**src/rtl/product_to_bcd_if.sv**
```systemverilog
// Request/result bundle between a digit multiplier and the binary-to-BCD converter.
// master drives the request, slave (the converter) returns status and digits.
interface product_to_bcd_if;
  logic       start;
  logic [7:0] prod;
  logic       busy;
  logic       done;
  logic [3:0] hundreds;
  logic [3:0] tens;
  logic [3:0] ones;
  logic       over_range;

  modport master (
    output start, prod,
    input  busy, done, hundreds, tens, ones, over_range
  );

  modport slave (
    input  start, prod,
    output busy, done, hundreds, tens, ones, over_range
  );
endinterface

```
**src/rtl/product_to_bcd.sv**
```systemverilog
// Sequential double-dabble converter: 8-bit product to three BCD digits in a fixed
// eight SHIFT cycles, with a one-cycle done pulse and back-to-back restart from DONE.
module product_to_bcd (
  input  logic              clk,
  input  logic              reset,
  product_to_bcd_if.slave   bus
);

  typedef enum logic [1:0] {StIdle, StShift, StDone} state_e;

  state_e      state_q;
  logic [7:0]  shift_q;
  logic [11:0] acc_q;
  logic [2:0]  cnt_q;
  logic        over_pend_q;
  logic        busy_q;
  logic        done_q;
  logic [3:0]  hundreds_q;
  logic [3:0]  tens_q;
  logic [3:0]  ones_q;
  logic        over_q;

  logic [11:0] acc_adj;
  logic [19:0] shifted;

  // One double-dabble step: per-nibble add-3 correction, then a joint left shift.
  always_comb begin
    acc_adj = acc_q;
    for (int i = 0; i < 3; i++) begin
      if (acc_q[4*i +: 4] >= 4'd5) begin
        acc_adj[4*i +: 4] = acc_q[4*i +: 4] + 4'd3;
      end
    end
    shifted = {acc_adj, shift_q} << 1;
  end

  always_ff @(posedge clk) begin
    if (reset) begin
      state_q     <= StIdle;
      shift_q     <= 8'd0;
      acc_q       <= 12'd0;
      cnt_q       <= 3'd0;
      over_pend_q <= 1'b0;
      busy_q      <= 1'b0;
      done_q      <= 1'b0;
      hundreds_q  <= 4'd0;
      tens_q      <= 4'd0;
      ones_q      <= 4'd0;
      over_q      <= 1'b0;
    end else begin
      unique case (state_q)
        StIdle, StDone: begin
          done_q <= 1'b0;
          if (bus.start) begin
            shift_q     <= bus.prod;
            acc_q       <= 12'd0;
            cnt_q       <= 3'd0;
            over_pend_q <= (bus.prod > 8'd81);
            state_q     <= StShift;
            busy_q      <= 1'b1;
          end else begin
            state_q <= StIdle;
            busy_q  <= 1'b0;
          end
        end
        StShift: begin
          // start and prod are deliberately ignored here.
          {acc_q, shift_q} <= shifted;
          cnt_q            <= cnt_q + 3'd1;
          if (cnt_q == 3'd7) begin
            hundreds_q <= shifted[19:16];
            tens_q     <= shifted[15:12];
            ones_q     <= shifted[11:8];
            over_q     <= over_pend_q;
            state_q    <= StDone;
            busy_q     <= 1'b0;
            done_q     <= 1'b1;
          end
        end
        default: begin
          state_q <= StIdle;
          busy_q  <= 1'b0;
          done_q  <= 1'b0;
        end
      endcase
    end
  end

  assign bus.busy       = busy_q;
  assign bus.done       = done_q;
  assign bus.hundreds   = hundreds_q;
  assign bus.tens       = tens_q;
  assign bus.ones       = ones_q;
  assign bus.over_range = over_q;

endmodule

```
**src/flat_wrapper.sv**
```systemverilog
// flat-port wrapper written by rule: the top's interface ports become plain ports
module product_to_bcd_flat 
  (clk, reset, bus_start, bus_prod, bus_busy, bus_done, bus_hundreds, bus_tens, bus_ones, bus_over_range);
  product_to_bcd_if bus_i ();
  input  logic clk;
  input  logic reset;
  input wire logic [$bits(bus_i.start)-1:0] bus_start;
  input wire logic [$bits(bus_i.prod)-1:0] bus_prod;
  output wire logic [$bits(bus_i.busy)-1:0] bus_busy;
  output wire logic [$bits(bus_i.done)-1:0] bus_done;
  output wire logic [$bits(bus_i.hundreds)-1:0] bus_hundreds;
  output wire logic [$bits(bus_i.tens)-1:0] bus_tens;
  output wire logic [$bits(bus_i.ones)-1:0] bus_ones;
  output wire logic [$bits(bus_i.over_range)-1:0] bus_over_range;
  assign bus_i.start = bus_start;
  assign bus_i.prod = bus_prod;
  assign bus_busy = bus_i.busy;
  assign bus_done = bus_i.done;
  assign bus_hundreds = bus_i.hundreds;
  assign bus_tens = bus_i.tens;
  assign bus_ones = bus_i.ones;
  assign bus_over_range = bus_i.over_range;
  product_to_bcd u_core (.clk(clk), .reset(reset), .bus(bus_i));
endmodule
```
**config.mk**
```make
export PLATFORM = sky130hd
export DESIGN_NAME = product_to_bcd_flat
export DESIGN_NICKNAME = d
export VERILOG_FILES = /design/src/rtl/product_to_bcd_if.sv /design/src/rtl/product_to_bcd.sv /design/src/flat_wrapper.sv
export SDC_FILE = /design/constraint.sdc
export NUM_CORES = 1
export LEC_CHECK = 0
export BUFFER_PORTS_ARGS = -buffer_cell sky130_fd_sc_hd__buf_4
export CAP_MARGIN = 10
export CORE_MARGIN = 3
export CORE_UTILIZATION = 63
export CTS_BUF_LIST = sky130_fd_sc_hd__clkbuf_4 sky130_fd_sc_hd__clkbuf_8
export CTS_CLUSTER_DIAMETER = 100
export DETAILED_ROUTE_END_ITERATION = 6
export GPL_ROUTABILITY_DRIVEN = 0
export PLACE_DENSITY = 0.95
export SYNTH_ARGS = -nofsm -noshare
export SYNTH_HDL_FRONTEND = slang
export SYNTH_SLANG_ARGS = --single-unit
```
**constraint.sdc**
```tcl
create_clock -name clk -period 4.3 [get_ports clk]
set_input_delay 0.43 -clock clk [delete_from_list [all_inputs] [get_ports clk]]
set_output_delay 0.43 -clock clk [all_outputs]
set_load 0.005 [all_outputs]
```
==> impl_results.md, run 1 <==
* Status: finished, final reports clean
* Root buf cell: clkbuf_4
* Most numerous cell in the Yosys netlist: dfxtp_1
* Post-synthesis cell count at 206
* Sw Share at 0.251
* HP Class: in2reg
* First-pass GRT wire length at 6.64 mm
* Worst slew pin tran at 0.702 ns
* Final setup fails at 0
* Die Area at 3550 µm²
* Peak supply drop at 0.000313 V
* # nets final at 248
* Seq pwr share at 0.620
* Combinational fraction of design power at 0.083
* # placed instances at 252
* PortBufs at 25
* Startpoint Class: flip-flop
* Top cells by area, synth: dfxtp_1 45%, nand2_1 6.4%, ha_1 5.5%
* Clk slew on worst S/H paths at 0.12 ns
* Final setup TNS at 0 ns
* Inserted Clock Buffers at 5
* Max Cap Violations at 0
* Vias per cell at 6.07
* Initial Utilization at 0.693
* Final HPWL DP at 2.87 mm
* RSZ-0062 raised after global routing: false
* Final non-filler cell total at 260
* Clock share of power at 0.297
* Antenna-violating nets left at 0
* Via count at 1578
* Layout cells sized above 1 at 0.161
* Iteration-0 DRC count of the detailed router at 122
* Final hold slack at 0.364 ns
* Tot Pwr at 0.641 mW
* Total global-route track usage at 0.252
* Drt total wl at 4.01 mm
* Netlist cell types at 35
* # DRC at 0
* Post-Syn Area at 1810 µm²
* Num rows at 18
* Power density cells at 313 nW/µm²
* #FFs+latches synth at 41
* Core Util, Final at 0.784
* Post-synth top area share at 0.453
* Mapped Nets at 225
* Max-slew violation count at 0
* Largest net degree at the start of global routing at 31
* Final period util at 0.399
* CTS tree: done
* Total core area at 2610 µm²
* Die height at 59.6 µm
* Hold Vio Cnt, Final at 0
* Critical path arrival at 2.02 ns
* CP Class: reg2reg
* Avg WL per Cell at 15.4 µm
* Vias in the first global route at 1552
* Sequential fraction of the synthesis area at 0.453
* Pre-antenna DRT Iters at 5
* IO Pins at 26
* Area growth from synthesis to layout at 13.1%
* Headroom to the max-slew limit at 0.532
* Leak at 0.851 nW
* FMAX at 0.583 GHz
* Area leader, netlist: dfxtp_1
* Die width at 59.6 µm
* Clock buffer depth at 2
* Tmin final at 1.72 ns
* Avg Cell Area, Syn at 8.79 µm²
* Worst Path Max Fanout at 20
* Cts-stage hold buffer count at 0
* Initial antenna violation count at 0
* Worst-Skew Late Latency at 0.35 ns
* Fillcell total at 180
* Post-CTS sizing at 0
* Antenna cells at 0
* Async SR Flop Fraction at 0
* Post-CTS setup buffers at 0
* Internal cell power at 0.481 mW
* Gr ovfl total at 0
* Post-synth EDFFs at 0
* Critical path endpoint category: flip-flop
* Critical Path RT at 4.60 ns
* Top post-synthesis cells by count: 41 x dfxtp_1, 31 x nand2_1, 17 x nor2_1, 14 x o21ai_0, 9 x inv_1
* Switching pwr at 0.161 mW
* Ys flop type: dfxtp_1
* Num Clock Sinks at 41
* H-tree Lvls at 2
* Synth Warn # at 0
* Final clock skew at 0.00720 ns
-- worst paths after layout --
kind,startpoint,depth (start not counted),slack (ns),to
setup / recovery,u_core.state_q[0]$_SDFFE_PP0P_,5,2.58,u_core.acc_q[3]$_SDFFE_PP0P_
hold / removal,bus_prod[0],3,0.36,u_core.shift_q[0]$_SDFFE_PP0P_
setup reg to reg,u_core.state_q[0]$_SDFFE_PP0P_,5,2.58,u_core.acc_q[3]$_SDFFE_PP0P_
hold reg to reg,u_core.bus.over_range$_SDFFE_PP0P_,2,0.47,u_core.bus.over_range$_SDFFE_PP0P_
-- power groups by stage --
stage	sequential (mW)	combinational, mW	clock [mW]
final	0.397	0.0531	0.191
after global routing	0.399	0.0586	0.211
after detailed placement	0.406	0.0520	0
after global placement	0.405	0.0491	0
after CTS	0.397	0.0522	0.192
after floorplan	0.403	0.0381	0
-- critical path: stages, from the launching register on --
cell and delay (ns):
dfxtp_1 0.40, nand2b_1 0.58, nor3b_1 0.26, buf_4 0.23, o21ai_0 0.13, nand2_1 0.07
-- cells in the final DEF, fill, tap and decap left out, types with 2 or more instances in the layout --
master,netlist,final
a211oi_1,5,5
a21o_1,4,4
a21oi_1,8,8
a22o_1,5,5
a311oi_1,7,7
buf_4,0,26
clkbuf_4,0,6
clkinv_2,0,2
dfxtp_1,41,41
ha_1,8,8
inv_1,9,9
mux2i_1,3,3
nand2_1,31,31
nand2b_1,5,5
nand3_1,5,5
nand3b_1,3,3
nor2_1,17,17
nor3_1,7,7
nor3b_1,8,8
o21ai_0,14,14
xnor2_1,3,3
-- stage by stage --
stage | setup slack [ns] | cell area, µm²
final | 2.58 | 2050
after global routing | 2.38 | 2050
after CTS | 2.61 | 2050
after detailed placement | 2.56 | 1990
after global placement | 2.64 | 1990
after floorplan | 2.89 | 1810
-- logic make-up (layout without fill, tap and decap cells) --
kind of cell,count (synthesis),count (layout),synth area share
XOR/XNOR,3,3,0.0145
buffers and inverters,19,43,0.0470
adder cells (fa/ha/maj),8,8,0.0553
flip-flops,41,41,0.453
multiplexers,3,3,0.0166
AO/OA/AOI/OAI,48,48,0.179
AND/OR/NAND/NOR,84,84,0.234
-- flip-flops by register name, summed over array words and instances (netlist names) --
name,count
u_core.acc_q,12
u_core.bus.busy,1
u_core.bus.done,1
u_core.bus.hundreds,4
u_core.bus.ones,4
u_core.bus.over_range,1
u_core.bus.tens,4
u_core.cnt_q,3
u_core.over_pend_q,1
u_core.shift_q,8
u_core.state_q,2
-- area by class of cell --
class                           instances  area, µm²  share of cell area
Clock buffer                            6       45.0              0.0220
Clock inverter                          2       10.0             0.00489
Inverter                                9       33.8              0.0165
Multi-Input combinational cell        146        905               0.442
Sequential cell                        41        821               0.401
Tap cell                               30       37.5              0.0183
Timing Repair Buffer                   26        195              0.0954
-- metal layers --
layer / routed length [µm] / track usage / vias up
met1: 1550 / 0.292 / 725
li1: - / - / 768
met4: 100 / 0.168 / 0
met2: 2050 / 0.409 / 75
met3: 308 / 0.0632 / 10
met5: 0 / 0 / -
No activity file was read; power rests on OpenSTA's default activity.
==> run 2: changes to the inputs <==
- ABC_AREA: default -> 1
- CORE_UTILIZATION: 63 -> 59
- PLACE_DENSITY: 0.95 -> 0.91
- clock period: 4.3 -> 1.72 ns (I/O delays scaled with it)
==> run 2 against run 1 <==
Maximum frequency grew 9.0%. Largest cell class unchanged. Power grew to 3.0 times the previous value. First-iteration DRC count grew 38%. Register-to-register slack worse by 2.4 ns.
==> impl_results.md, run 2 <==
* Status: finished, final reports clean
* Num Clock Sinks at 41
* Sw Share at 0.230
* Layout cells sized above 1 at 0.150
* Hold Vio Cnt, Final at 0
* Pre-antenna DRT Iters at 4
* Critical path endpoint category: flip-flop
* Post-synth top area share at 0.420
* Inserted Clock Buffers at 5
* Initial Utilization at 0.630
* Final period util at 0.916
* Post-Syn Area at 1950 µm²
* DP Area at 2160 µm²
* FMAX at 0.635 GHz
* Multi-input logic area at 930 µm²
* Area growth from synthesis to layout at 15.8%
* Die Area at 4040 µm²
* Power density cells at 862 nW/µm²
* M3 GR Usage at 0.0570
* Total core area at 3100 µm²
* Antenna cells at 0
* Async SR Flop Fraction at 0
* Clock share of power at 0.390
* Sequential fraction of the synthesis area at 0.420
* IO Pins at 26
* Core Util, Final at 0.729
* Top cells by area, synth: dfxtp_1 42%, nand2_1 19%, inv_1 7.5%
* Synth Area in XOR/XNOR at 0
* Largest net degree at the start of global routing at 26
* Internal cell power at 1.50 mW
* Post-synth EDFFs at 0
* Drt total wl at 3.86 mm
* Critical path arrival at 1.83 ns
* Startpoint Class: flip-flop
* Gr ovfl total at 0
* Via count at 1755
* Vias per cell at 5.00
* Synth Warn # at 0
* H-tree Lvls at 2
* Vias in the first global route at 1566
* Final instance area at 2260 µm²
* FF/Latch Area at 821 µm²
* GRT met2 Usage at 0.321
* Leak at 1.17 nW
* Top post-synthesis cells by count: 98 x nand2_1, 41 x dfxtp_1, 39 x inv_1, 21 x nand3_1, 19 x o21ai_0
* Combinational fraction of design power at 0.097
* Max Cap Violations at 0
* Ys flop type: dfxtp_1
* Antenna-violating nets left at 0
* RSZ-0062 raised after global routing: false
* Mapped Nets at 298
* Area leader, netlist: dfxtp_1
* Avg Cell Area, Syn at 7.00 µm²
* Clock buffer depth at 2
* Top reg by flops: u_core.acc_q
* Synth Area in Compound Gates at 0.0954
* # DRC at 0
* Worst-Skew Late Latency at 0.36 ns
* Final clock skew at 0.0137 ns
* Clk slew on worst S/H paths at 0.12 ns
* Critical Path RT at 1.98 ns
* Num rows at 20
* Largest family of logic cells by synthesized area: simple AND/OR/NAND/NOR gates
* Tmin final at 1.57 ns
* Peak supply drop at 0.000630 V
* Top flop regs: u_core.acc_q (12), u_core.shift_q (8)
* Global route hottest layer: met2
* Final hold slack at 0.0299 ns
* Post-synthesis cell count at 279
* # nets final at 325
* Avg WL per Cell at 11.0 µm
* Headroom to the max-slew limit at 0.771
* Cts-stage hold buffer count at 0
* CP Class: reg2reg
* Synth Area in Simple Gates at 0.329
* Netlist cell types at 26
* Most common cell after layout, fill and taps aside: nand2_1
* CTS tree: done
* Post-CTS setup buffers at 0
* Slack of the critical path at 0.145 ns
* Max-slew violation count at 0
* Worst slew pin tran at 0.340 ns
* Worst slack at placement at 0.174 ns
* Iteration-0 DRC count of the detailed router at 168
* Root buf cell: clkbuf_4
* Final setup TNS at 0 ns
* Post-Synth Adder-Cell Area at 0.0512
* First-pass GRT wire length at 6.78 mm
* M1 GR Usage at 0.280
* Die height at 63.6 µm
* PortBufs at 25
* Most frequent cells in the layout: 98 x nand2_1, 41 x dfxtp_1, 39 x inv_1, 26 x buf_4, 21 x nand3_1
* HP Class: in2reg
* Switching pwr at 0.449 mW
* Final HPWL DP at 2.76 mm
* Seq pwr share at 0.513
* Mux cell area share after synthesis at 0
* Fillcell total at 249
* Worst Path Max Fanout at 12
* Final setup fails at 0
* Die width at 63.6 µm
* #FFs+latches synth at 41
* Max reg flops at 12
* Total global-route track usage at 0.210
* Post-CTS sizing at 0
* Most numerous cell in the Yosys netlist: nand2_1
* Initial antenna violation count at 0
## run 2: path summary, 6_finish.rpt
check / depth (start not counted) / start / slack [ns] / end
worst max register to register: 7 / u_core.cnt_q[0]$_SDFFE_PP0P_ / 0.15 / u_core.bus.hundreds[3]$_SDFFE_PP0P_
worst min register to register: 2 / u_core.cnt_q[1]$_SDFFE_PP0P_ / 0.46 / u_core.cnt_q[1]$_SDFFE_PP0P_
worst max-delay path: 7 / u_core.cnt_q[0]$_SDFFE_PP0P_ / 0.15 / u_core.bus.hundreds[3]$_SDFFE_PP0P_
worst min-delay path: 3 / bus_prod[0] / 0.03 / u_core.shift_q[0]$_SDFFE_PP0P_
## run 2: area by class of cell
class / count / share of cell area
flip-flops and latches: 41 / 0.363
inverters: 42 / 0.0708
clock buffers: 5 / 0.0166
repair buffers: 26 / 0.0862
clock inverters: 3 / 0.0287
multi-input cells: 190 / 0.411
well taps: 44 / 0.0243
## run 2: logic make-up (layout without fill, tap and decap cells)
| family | Yosys count | count (layout) |
|---|---|---|
| AOI/OAI and AO/OA | 36 | 36 |
| buffers and inverters | 48 | 76 |
| adders and majority gates | 8 | 8 |
| DFF | 41 | 41 |
| and+or+nand+nor | 146 | 146 |
## run 2: metal layers
layer	vias up	routed length, µm	part of all wire
li1	925	-	-
met1	771	1920	0.50
met2	52	1660	0.43
met3	7	213	0.055
met4	0	61	0.016
met5	-	0	0
## run 2: per-stage QoR
| step | instances | power, mW |
|---|---|---|
| global placement | 343 | 1.21 |
| global route | 351 | 2.03 |
| floorplan | 279 | 1.16 |
| detailed placement | 343 | 1.21 |
| CTS | 351 | 1.97 |
| finish | 351 | 1.95 |
## run 2: worst max-delay path, cell delays in order, from the launching register on
cell,delay (ns)
dfxtp_1,0.36
ha_1,0.16
ha_1,0.20
inv_1,0.10
nor2_4,0.31
inv_1,0.17
nand3_1,0.11
o21ai_1,0.07
## run 2: power groups by stage
stage / registers (mW) / logic, mW / clock network (mW)
floorplan: 1.02 / 0.139 / 0
global placement: 1.02 / 0.185 / 0
detailed placement: 1.02 / 0.187 / 0
CTS: 1.00 / 0.188 / 0.776
global route: 1.01 / 0.218 / 0.810
finish: 1.00 / 0.190 / 0.760
==> run 3: changes to the inputs <==
- ABC_AREA: 1 -> default
- CORE_UTILIZATION: 59 -> 58
==> run 3 against run 2 <==
Combinational power is 25% lower. Final cell count down 24%. Sequential cell count stayed put. First-iteration DRC count fell by 39%. Sequential share of layout area grew 3.0 points. Cell area decreased by 7.7%. Clock power down 39%. Maximum frequency up 0.46%. Wire length fell by 4.4%. Setup slack gained 0.0072 ns. Sequential power hardly changed. Critical endpoint is now u_core.bus.hundreds[1]$_SDFFE_PP0P_.
==> impl_results.md, run 3 (synthesis gave the netlist of run 1 again) <==
* Worst Path Max Fanout at 5
* Final period util at 0.911
* Num rows at 19
* Area growth from synthesis to layout at 15.3%
* Hold Vio Cnt, Final at 0
* HP Class: in2reg
* Tmin final at 1.57 ns
* Initial antenna violation count at 0
* Final non-filler cell total at 266
* Clk slew on worst S/H paths at 0.12 ns
* Initial Utilization at 0.635
* Status: finished, final reports clean
* Via count at 1517
* Critical path arrival at 1.87 ns
* Leak at 0.873 nW
* # placed instances at 258
* Largest net degree at the start of global routing at 31
* DP Area at 2030 µm²
* Headroom to the max-slew limit at 0.761
* Cts-stage hold buffer count at 0
* Startpoint Class: flip-flop
* Post-CTS setup buffers at 0
* Fillcell total at 235
* FF-to-FF setup slack at 0.15 ns
* DR top layer: met4
* Top flop regs: u_core.acc_q (12), u_core.shift_q (8)
* Iteration-0 DRC count of the detailed router at 102
* Met3 wire len at 151 µm
* Num Clock Sinks at 41
* Vias in the first global route at 1288
* Worst R2R Path Depth at 6
* RSZ-0062 raised after global routing: false
* Pre-antenna DRT Iters at 4
* Critical path endpoint category: flip-flop
* Antenna-violating nets left at 0
* Worst path cell trace: inv_1 > ha_1 > nand2b_1 > a21oi_1 > or4_1 > nand3_1
* Critical path's slowest cell: dfxtp_1
* Slack of the critical path at 0.152 ns
* Power density cells at 765 nW/µm²
* FF/Latch Area at 821 µm²
* Max reg flops at 12
* Worst slack at placement at 0.135 ns
* Top reg by flops: u_core.acc_q
* H-tree Lvls at 2
* Avg WL per Cell at 13.9 µm
* Final HPWL DP at 2.58 mm
* Final instance area at 2090 µm²
* Inserted Clock Buffers at 5
* Drt total wl at 3.69 mm
* Most common cell after layout, fill and taps aside: dfxtp_1
* Root buf cell: clkbuf_4
* Met2 WL at 1.69 mm
* Critical Path RT at 2.02 ns
* # nets final at 253
* Multi-input logic area at 907 µm²
* Most frequent cells in the layout: 41 x dfxtp_1, 31 x nand2_1, 31 x buf_4, 17 x nor2_1, 14 x o21ai_0
* CP Class: reg2reg
* # DRC at 0
* Die width at 61.9 µm
* IO Pins at 26
* Antenna cells at 0
* Vias per cell at 5.70
* Worst r2r dst: u_core.bus.hundreds[1]$_SDFFE_PP0P_
* Max-slew violation count at 0
* Die height at 61.9 µm
* Total global-route track usage at 0.212
* FMAX at 0.638 GHz
* Final clock skew at 0.00734 ns
* Gr ovfl total at 0
* First-pass GRT wire length at 5.83 mm
* CTS tree: done
* Reg-to-reg startpoint: u_core.acc_q[8]$_SDFFE_PP0P_
* Peak supply drop at 0.000559 V
* CP Capture Point: u_core.bus.hundreds[1]$_SDFFE_PP0P_
* Worst slew pin tran at 0.358 ns
* CP peak stage delay at 0.42 ns
* Worst-Skew Late Latency at 0.35 ns
* Final setup fails at 0
* Layout cells sized above 1 at 0.183
* Final setup TNS at 0 ns
* PortBufs at 25
* Max Cap Violations at 0
* Critical path startpoint: u_core.acc_q[8]$_SDFFE_PP0P_
* WL met1 at 1.77 mm
* Clock buffer depth at 2
* Die Area at 3830 µm²
* Total core area at 2850 µm²
-- run 3: final cells by class --
cell class,count,area share
inverters,9,0.0162
multi-input cells,146,0.434
clock buffers,5,0.0180
flip-flops and latches,41,0.393
well taps,31,0.0186
repair buffers,31,0.111
clock inverters,3,0.00839
-- run 3: worst min path at each step --
stage | slack, ns | from | end | cells past startpoint
6_report | 0.10 | bus_prod[0] | u_core.shift_q[0]$_SDFFE_PP0P_ | 3
5_1_grt | 0.09 | bus_prod[1] | u_core.shift_q[1]$_SDFFE_PP0P_ | 3
4_1_cts | 0.1 | bus_prod[2] | u_core.shift_q[2]$_SDFFE_PP0P_ | 3
3_5_place_dp | 0.45 | u_core.bus.hundreds[2]$_SDFFE_PP0P_ | u_core.bus.hundreds[2]$_SDFFE_PP0P_ | 2
3_3_place_gp | 0.44 | u_core.bus.over_range$_SDFFE_PP0P_ | u_core.bus.over_range$_SDFFE_PP0P_ | 2
2_1_floorplan | 0.35 | bus_prod[6] | u_core.over_pend_q$_SDFFE_PP0P_ | 2
-- run 3: metrics by stage --
stage                     total power [mW]   util  hold slack (ns)
final                                 1.60  0.732            0.102
after global routing                  1.67  0.732           0.0915
after CTS                             1.61  0.731           0.0977
after detailed placement              1.15  0.712            0.450
after global placement                1.15  0.712            0.444
after floorplan                       1.10      -            0.347
-- run 3: repair_timing --
action | in CTS | in global routing
setup endpoints to repair | 0 | 9
resized for setup | 0 | 2
endpoints found under the hold margin | 0 | 0
-- run 3: critical path: cells and delay by family (launching register included) --
kind                       cells  cell delay, ns
buffers and inverters          1            0.10
DFF                            1            0.42
AOI/OAI and AO/OA              1            0.13
adders and majority gates      1            0.26
and+or+nand+nor                3            0.60
-- run 3: routing by layer --
layer | global-route usage | vias up
met4 | 0.100 | 0
li1 | - | 777
met2 | 0.342 | 33
met1 | 0.260 | 698
met5 | 0 | -
met3 | 0.0620 | 9
-- run 3: report_power, final --
group          leakage (nW)  switching, mW  internal, mW
Clock                0.0310          0.309         0.154
Combinational         0.509         0.0790        0.0636
Sequential            0.333         0.0161         0.975
